### src/rtl/control_pipe.sv
// Pipeline control stager and hazard unit for the five-stage MIPS datapath.
// Carries the decoded control bundle through ID/EX, EX/MEM and MEM/WB, and
// produces load-use stalls, branch/jump flushes and EX-stage forwarding selects.
module control_pipe #(
    parameter int RW = 5
) (
    input  logic          clk_i,
    input  logic          rst_i,
    input  logic          RegDst_i,
    input  logic          ALUSrc_i,
    input  logic          MemToReg_i,
    input  logic          RegWrite_i,
    input  logic          MemWrite_i,
    input  logic          MemRead_i,
    input  logic          Branch_i,
    input  logic          Jump_i,
    input  logic [1:0]    ALUOp_i,
    input  logic [RW-1:0] rs_i,
    input  logic [RW-1:0] rt_i,
    input  logic [RW-1:0] rd_i,
    input  logic          eq_i,
    output logic          stall_o,
    output logic          flush_o,
    output logic          ex_ALUSrc_o,
    output logic [1:0]    ex_ALUOp_o,
    output logic          ex_RegDst_o,
    output logic [1:0]    fwdA_o,
    output logic [1:0]    fwdB_o,
    output logic          mem_MemRead_o,
    output logic          mem_MemWrite_o,
    output logic          wb_RegWrite_o,
    output logic          wb_MemToReg_o,
    output logic [RW-1:0] wb_dst_o
);

    // Branch and Jump are resolved in ID, so no later stage needs to carry them.
    logic          idexRegDst;
    logic          idexALUSrc;
    logic          idexMemToReg;
    logic          idexRegWrite;
    logic          idexMemWrite;
    logic          idexMemRead;
    logic [1:0]    idexALUOp;
    logic [RW-1:0] idexRs;
    logic [RW-1:0] idexRt;
    logic [RW-1:0] idexRd;

    logic          exmemMemRead;
    logic          exmemMemWrite;
    logic          exmemRegWrite;
    logic          exmemMemToReg;
    logic [RW-1:0] exmemDst;

    logic          memwbRegWrite;
    logic          memwbMemToReg;
    logic [RW-1:0] memwbDst;

    logic [RW-1:0] exDst;

    // Destination register is chosen in EX from the instruction format.
    assign exDst = idexRegDst ? idexRd : idexRt;

    // A load in EX whose target is read by the instruction in ID must wait one cycle.
    assign stall_o = idexMemRead & ((idexRt == rs_i) | (idexRt == rt_i));

    // A stalled branch retries next cycle; nothing redirects the PC while in reset.
    assign flush_o = rst_i & ~stall_o & (Jump_i | (Branch_i & eq_i));

    // ID/EX register: capture the decoded bundle, or a fully zeroed bubble on stall.
    always_ff @(posedge clk_i or negedge rst_i) begin
        if (!rst_i) begin
            idexRegDst   <= 1'b0;
            idexALUSrc   <= 1'b0;
            idexMemToReg <= 1'b0;
            idexRegWrite <= 1'b0;
            idexMemWrite <= 1'b0;
            idexMemRead  <= 1'b0;
            idexALUOp    <= 2'b00;
            idexRs       <= '0;
            idexRt       <= '0;
            idexRd       <= '0;
        end else if (stall_o) begin
            idexRegDst   <= 1'b0;
            idexALUSrc   <= 1'b0;
            idexMemToReg <= 1'b0;
            idexRegWrite <= 1'b0;
            idexMemWrite <= 1'b0;
            idexMemRead  <= 1'b0;
            idexALUOp    <= 2'b00;
            idexRs       <= '0;
            idexRt       <= '0;
            idexRd       <= '0;
        end else begin
            idexRegDst   <= RegDst_i;
            idexALUSrc   <= ALUSrc_i;
            idexMemToReg <= MemToReg_i;
            idexRegWrite <= RegWrite_i;
            idexMemWrite <= MemWrite_i;
            idexMemRead  <= MemRead_i;
            idexALUOp    <= ALUOp_i;
            idexRs       <= rs_i;
            idexRt       <= rt_i;
            idexRd       <= rd_i;
        end
    end

    // EX/MEM register: advances every cycle, even while ID is stalled.
    always_ff @(posedge clk_i or negedge rst_i) begin
        if (!rst_i) begin
            exmemMemRead  <= 1'b0;
            exmemMemWrite <= 1'b0;
            exmemRegWrite <= 1'b0;
            exmemMemToReg <= 1'b0;
            exmemDst      <= '0;
        end else begin
            exmemMemRead  <= idexMemRead;
            exmemMemWrite <= idexMemWrite;
            exmemRegWrite <= idexRegWrite;
            exmemMemToReg <= idexMemToReg;
            exmemDst      <= exDst;
        end
    end

    // MEM/WB register: carries write-back controls and destination to the last stage.
    always_ff @(posedge clk_i or negedge rst_i) begin
        if (!rst_i) begin
            memwbRegWrite <= 1'b0;
            memwbMemToReg <= 1'b0;
            memwbDst      <= '0;
        end else begin
            memwbRegWrite <= exmemRegWrite;
            memwbMemToReg <= exmemMemToReg;
            memwbDst      <= exmemDst;
        end
    end

    // Forwarding selects: the younger EX/MEM result wins, and $0 is never forwarded.
    always_comb begin
        fwdA_o = 2'b00;
        fwdB_o = 2'b00;
        if (exmemRegWrite && (exmemDst != '0) && (exmemDst == idexRs)) begin
            fwdA_o = 2'b10;
        end else if (memwbRegWrite && (memwbDst != '0) && (memwbDst == idexRs)) begin
            fwdA_o = 2'b01;
        end
        if (exmemRegWrite && (exmemDst != '0) && (exmemDst == idexRt)) begin
            fwdB_o = 2'b10;
        end else if (memwbRegWrite && (memwbDst != '0) && (memwbDst == idexRt)) begin
            fwdB_o = 2'b01;
        end
    end

    assign ex_ALUSrc_o    = idexALUSrc;
    assign ex_ALUOp_o     = idexALUOp;
    assign ex_RegDst_o    = idexRegDst;
    assign mem_MemRead_o  = exmemMemRead;
    assign mem_MemWrite_o = exmemMemWrite;
    assign wb_RegWrite_o  = memwbRegWrite;
    assign wb_MemToReg_o  = memwbMemToReg;
    assign wb_dst_o       = memwbDst;

endmodule

### config.mk
export PLATFORM = sky130hd
export DESIGN_NAME = control_pipe
export DESIGN_NICKNAME = d
export VERILOG_FILES = /design/src/rtl/control_pipe.sv
export SDC_FILE = /design/constraint.sdc
export NUM_CORES = 1
export LEC_CHECK = 0
export CORE_MARGIN = 2
export CORE_UTILIZATION = 35
export DETAILED_ROUTE_END_ITERATION = 16
export PLACE_DENSITY_LB_ADDON = 0.2
export SLEW_MARGIN = 20
export SYNTH_ARGS = -nofsm -noshare
export SYNTH_HDL_FRONTEND = slang
export SYNTH_SLANG_ARGS = --single-unit
### constraint.sdc
create_clock -name clk_i -period 3.9 [get_ports clk_i]
set_clock_uncertainty 0.05 [all_clocks]
set_input_delay 1.17 -clock clk_i [delete_from_list [all_inputs] [get_ports clk_i]]
set_output_delay 1.17 -clock clk_i [all_outputs]
set_load 0.02 [all_outputs]
# == After elaboration in Yosys (flattened, before gate mapping) ==
# Index checks and enable logic that the tools add are counted.
# Widths: inputs -> output; s select.
# op_classes
n_eq_ne,6
mux,15
bitwise,7
n_reduce_logical,8
# op_table
op,count
$eq 5x5->1,6
$mux 5,4
$reduce_bool 5->1,2
$mux 1,8
$logic_and 1x1->1,6
$mux 2,3
$and 1x1->1,4
$or 1x1->1,2
$not 1->1,1
# word_totals
ff_bits,39
output_inout_bits,19
elab_cells,54

# == Depth between registers and ports, before layout ==
# logic_depth
depth_word,6
mapped_depth,6
depth_no_buf,4

# == Least setup slack after synthesis ==
# OpenSTA, ideal clock, no wires.
# synth_timing
kind,input port to output port
startpoint,in rs_i[1]
endpoint,out stall_o
t_arrival_ns,2.082
required_time_ns,2.680
setup_slack_ns,0.598
path_stages,5
n_path_buf,1
path_cell_list,xor2_1 nor4_2 a32oi_2 buf_6 inv_1
# synth_via
elab_chain_cells,3
# synth_rtl
element,line_no,rtl
start: declaration,18,"input logic [RW-1:0] rs_i,"
$eq 5x5->1,64,assign stall_o = idexMemRead & ((idexRt == rs_i) | (idexRt == rt_i));
$or 1x1->1,64,
$and 1x1->1,64,
end: declaration,22,"output logic stall_o,"
# No other way between the ends.

# == Final worst setup path ==
# layout_timing
startpoint,in rs_i[1]
endpoint,out flush_o
# layout_via
elab_chain_cells,6
# layout_rtl
element,line_no,rtl
$eq 5x5->1,64,
$or 1x1->1,64,
$and 1x1->1,64,
$not 1->1,67,assign flush_o = rst_i & ~stall_o & (Jump_i | (Branch_i & eq_i));
$and 1x1->1 (2 in series),67,
end: declaration,23,"output logic flush_o,"
# No other way between the ends.

==> impl_metrics.tcl <==
set metrics [dict create \
    outcome "finished, final reports clean" \
    ys_seq_elements 39 \
    placed_area_um2 2200 \
    power_uw 956 \
    dr.pass1.iters 2 \
    switching_power_uw 236 \
    worstPathArrival_ps 2590 \
    critPathLaunchType "input port" \
    power_frac_seq 0.490 \
    grt_pass1_wl_mm 5.31 \
    final.setup.tns_ps 0 \
    grt_overflow 0 \
    slew_violations 0 \
    period_share 0.976 \
    nFillCells 425 \
    whs_ps 304 \
    peakVddDrop_v 0.000215 \
    area_delta_synth_final_pct 37.0 \
    cts_sinks 39 \
    syn-cell-area_um2 1690 \
    num_io_pins 47 \
    switching_share 0.247 \
    hp-class "reg2reg" \
    post-route-util 0.494 \
    antenna_found_initial 0 \
    synth.avg_cell_area_um2 13.8 \
    drv_cap 0 \
    globalplace.congestion 0.850 \
    core_um2 4690 \
    internal-power_uw 720 \
    cts_tree "yes" \
    slew_headroom 0.683 \
    place_inst 221 \
    instances_no_fill 230 \
    final_antenna_net_count 0 \
    yosysSeqAreaShare 0.577 \
    cts_root_buf "clkbuf_8" \
    required_ps 2680 \
    cts_hold_buffers 0 \
    num_vias 1044 \
    grt_max_degree 40 \
    combPwrFrac 0.167 \
    io_buffers 46 \
    drc 0 \
    end_kind "output port" \
    insertion_delay_ps 280 \
    leakagePower_nw 0.972 \
    die-area_um2 5410 \
    critical_path_class "in2out" \
    cts_buffer_depth 2 \
    clk_pin_slew_worst_paths_ps 80 \
    grt_use_total 0.134 \
    timing.rr.start "idexRt[1]" \
    synth_cell_types 20 \
    worstPathMaxFanout 3 \
    fmax_ghz 0.263 \
    antenna_cells 0 \
    synth_nets 151 \
    drtIter0Drc 39 \
    viasPerCell 4.54 \
    rsz0062_at_grt "false" \
    hold_viol_final 0 \
    min_from "idexRegWrite" \
    first_global_vias 1117 \
    finalSetupViolCount 0 \
    layout-drive-gt1-share 0.233 \
    start_util 0.361 \
    ys_warn_count 0 \
    worst_pin_slew_ps 476 \
    netlist_instances 123 \
    rows 25 \
    powerDensity_nw_per_um2 413 \
    clkPwrFrac 0.342 \
    fp.dieW_um 73.5 \
    htreeDepth 2 \
    design_area_um2 2320 \
    ff2ff_setup_slack_ps 2080 \
    routed_wl_mm 3.07 \
    place_ws_ps -452 \
    layout_setup_ws_ps 94.7 \
    die_h_um 73.5 \
    dp_hpwl_mm 2.35 \
    wl_per_cell_um 13.4 \
    final_nets 203 \
    startpoint "rs_i[1]" \
    numCtsBuffers 5 \
    min_period_ps 3810 \
]
cell families after synthesis:
group | share of synthesized area
flops | 0.577
compound gates | 0.0251
buf+inv | 0.0340
mux | 0.0333
simple gates | 0.175
xor+xnor | 0.155
flip-flops by register name (all words and copies together) (netlist names):
signal and flops:
idexRd 5, ex_ALUOp_o 2, idexRt 5, wb_RegWrite_o 1
exmemMemToReg 1, idexMemWrite 1, idexMemRead 1, mem_MemWrite_o 1
ex_RegDst_o 1, wb_dst_o 5, idexRs 5, mem_MemRead_o 1
wb_MemToReg_o 1, ex_ALUSrc_o 1, exmemDst 5, exmemRegWrite 1
idexMemToReg 1, idexRegWrite 1
final cells by class:
cell class,instances,area (um^2),share of cell area
clock buffer,5,68.8,0.0297
timing repair buffer,52,493,0.213
tap,54,67.6,0.0292
clock inverter,3,43.8,0.0189
sequential,39,976,0.421
multi-input combinational,76,664,0.287
inverter,1,3.75,0.00162
synthesized netlist by cell type:
cell type / n / area [um^2]
nor4_1: 1 / 6.26
o21ai_4: 1 / 16.3
a21oi_1: 1 / 5.00
dfrtp_1: 39 / 976
a32oi_2: 1 / 16.3
and2_4: 10 / 87.6
mux2_2: 5 / 56.3
nand3_1: 2 / 10.0
inv_1: 1 / 3.75
and2_0: 1 / 6.26
xor2_1: 22 / 193
or4_1: 3 / 22.5
or4_4: 1 / 11.3
buf_2: 4 / 20.0
and3b_1: 1 / 8.76
xnor2_1: 8 / 70.1
o21ai_1: 1 / 5.00
and2_1: 13 / 81.3
buf_6: 3 / 33.8
nor4_2: 5 / 62.6
final timing paths:
path,to,depth (start not counted)
worst min register to register,exmemRegWrite,0
worst min-delay path,exmemRegWrite,0
min in group asynchronous,ex_ALUOp_o[1],2
worst max-delay path,flush_o,6
max in group asynchronous,idexRd[0],2
worst max register to register,ex_RegDst_o,6
critical path, cell delays in order:
cell             delay [ps]
clkdlybuf4s50_1         430
xor2_1                  160
nor4_2                  300
a32oi_2                 170
and3b_1                 190
buf_2                   150
layer usage:
layer / up-vias / global-route usage / routed length (um)
met5: - / 0 / 0
met4: 0 / 0.0485 / 35
met3: 4 / 0.0494 / 163
met2: 33 / 0.210 / 1500
met1: 502 / 0.169 / 1370
li1: 505 / - / -
what timing repair did:
action / in CTS / in global routing
setup buffers: 1 / 0
pin swaps: 2 / 2
resized for setup: 9 / 1
endpoints found under the setup margin: 2 / 2
endpoints found under the hold margin: 0 / 0
cells in the final DEF (no fill, tap or decap):
cell type        Yosys  layout
a21oi_1              1       1
a32oi_2              1       1
and2_0               1       1
and2_1              13      13
and2_4              10      10
and3b_1              1       1
buf_2                4       2
buf_4                0       7
bufinv_16            0       1
clkbuf_8             0       5
clkdlybuf4s50_1      0      43
clkinv_2             0       1
clkinv_4             0       1
dfrtp_1             39      39
inv_1                1       1
mux2_2               5       5
nand3_1              2       2
nor4_2               5       6
o21ai_1              1       1
o21ai_4              1       1
or4_1                3       3
or4_4                1       1
xnor2_1              8       8
xor2_1              22      22
power groups by stage:
stage / clock network, mW / registers [mW] / logic [mW]
after floorplan: 0 / 0.478 / 0.0828
final: 0.328 / 0.469 / 0.160
after global placement: 0 / 0.477 / 0.159
after CTS: 0.338 / 0.470 / 0.163
after global routing: 0.359 / 0.474 / 0.175
after detailed placement: 0 / 0.478 / 0.162
No activity file was read; power rests on OpenSTA's default activity.
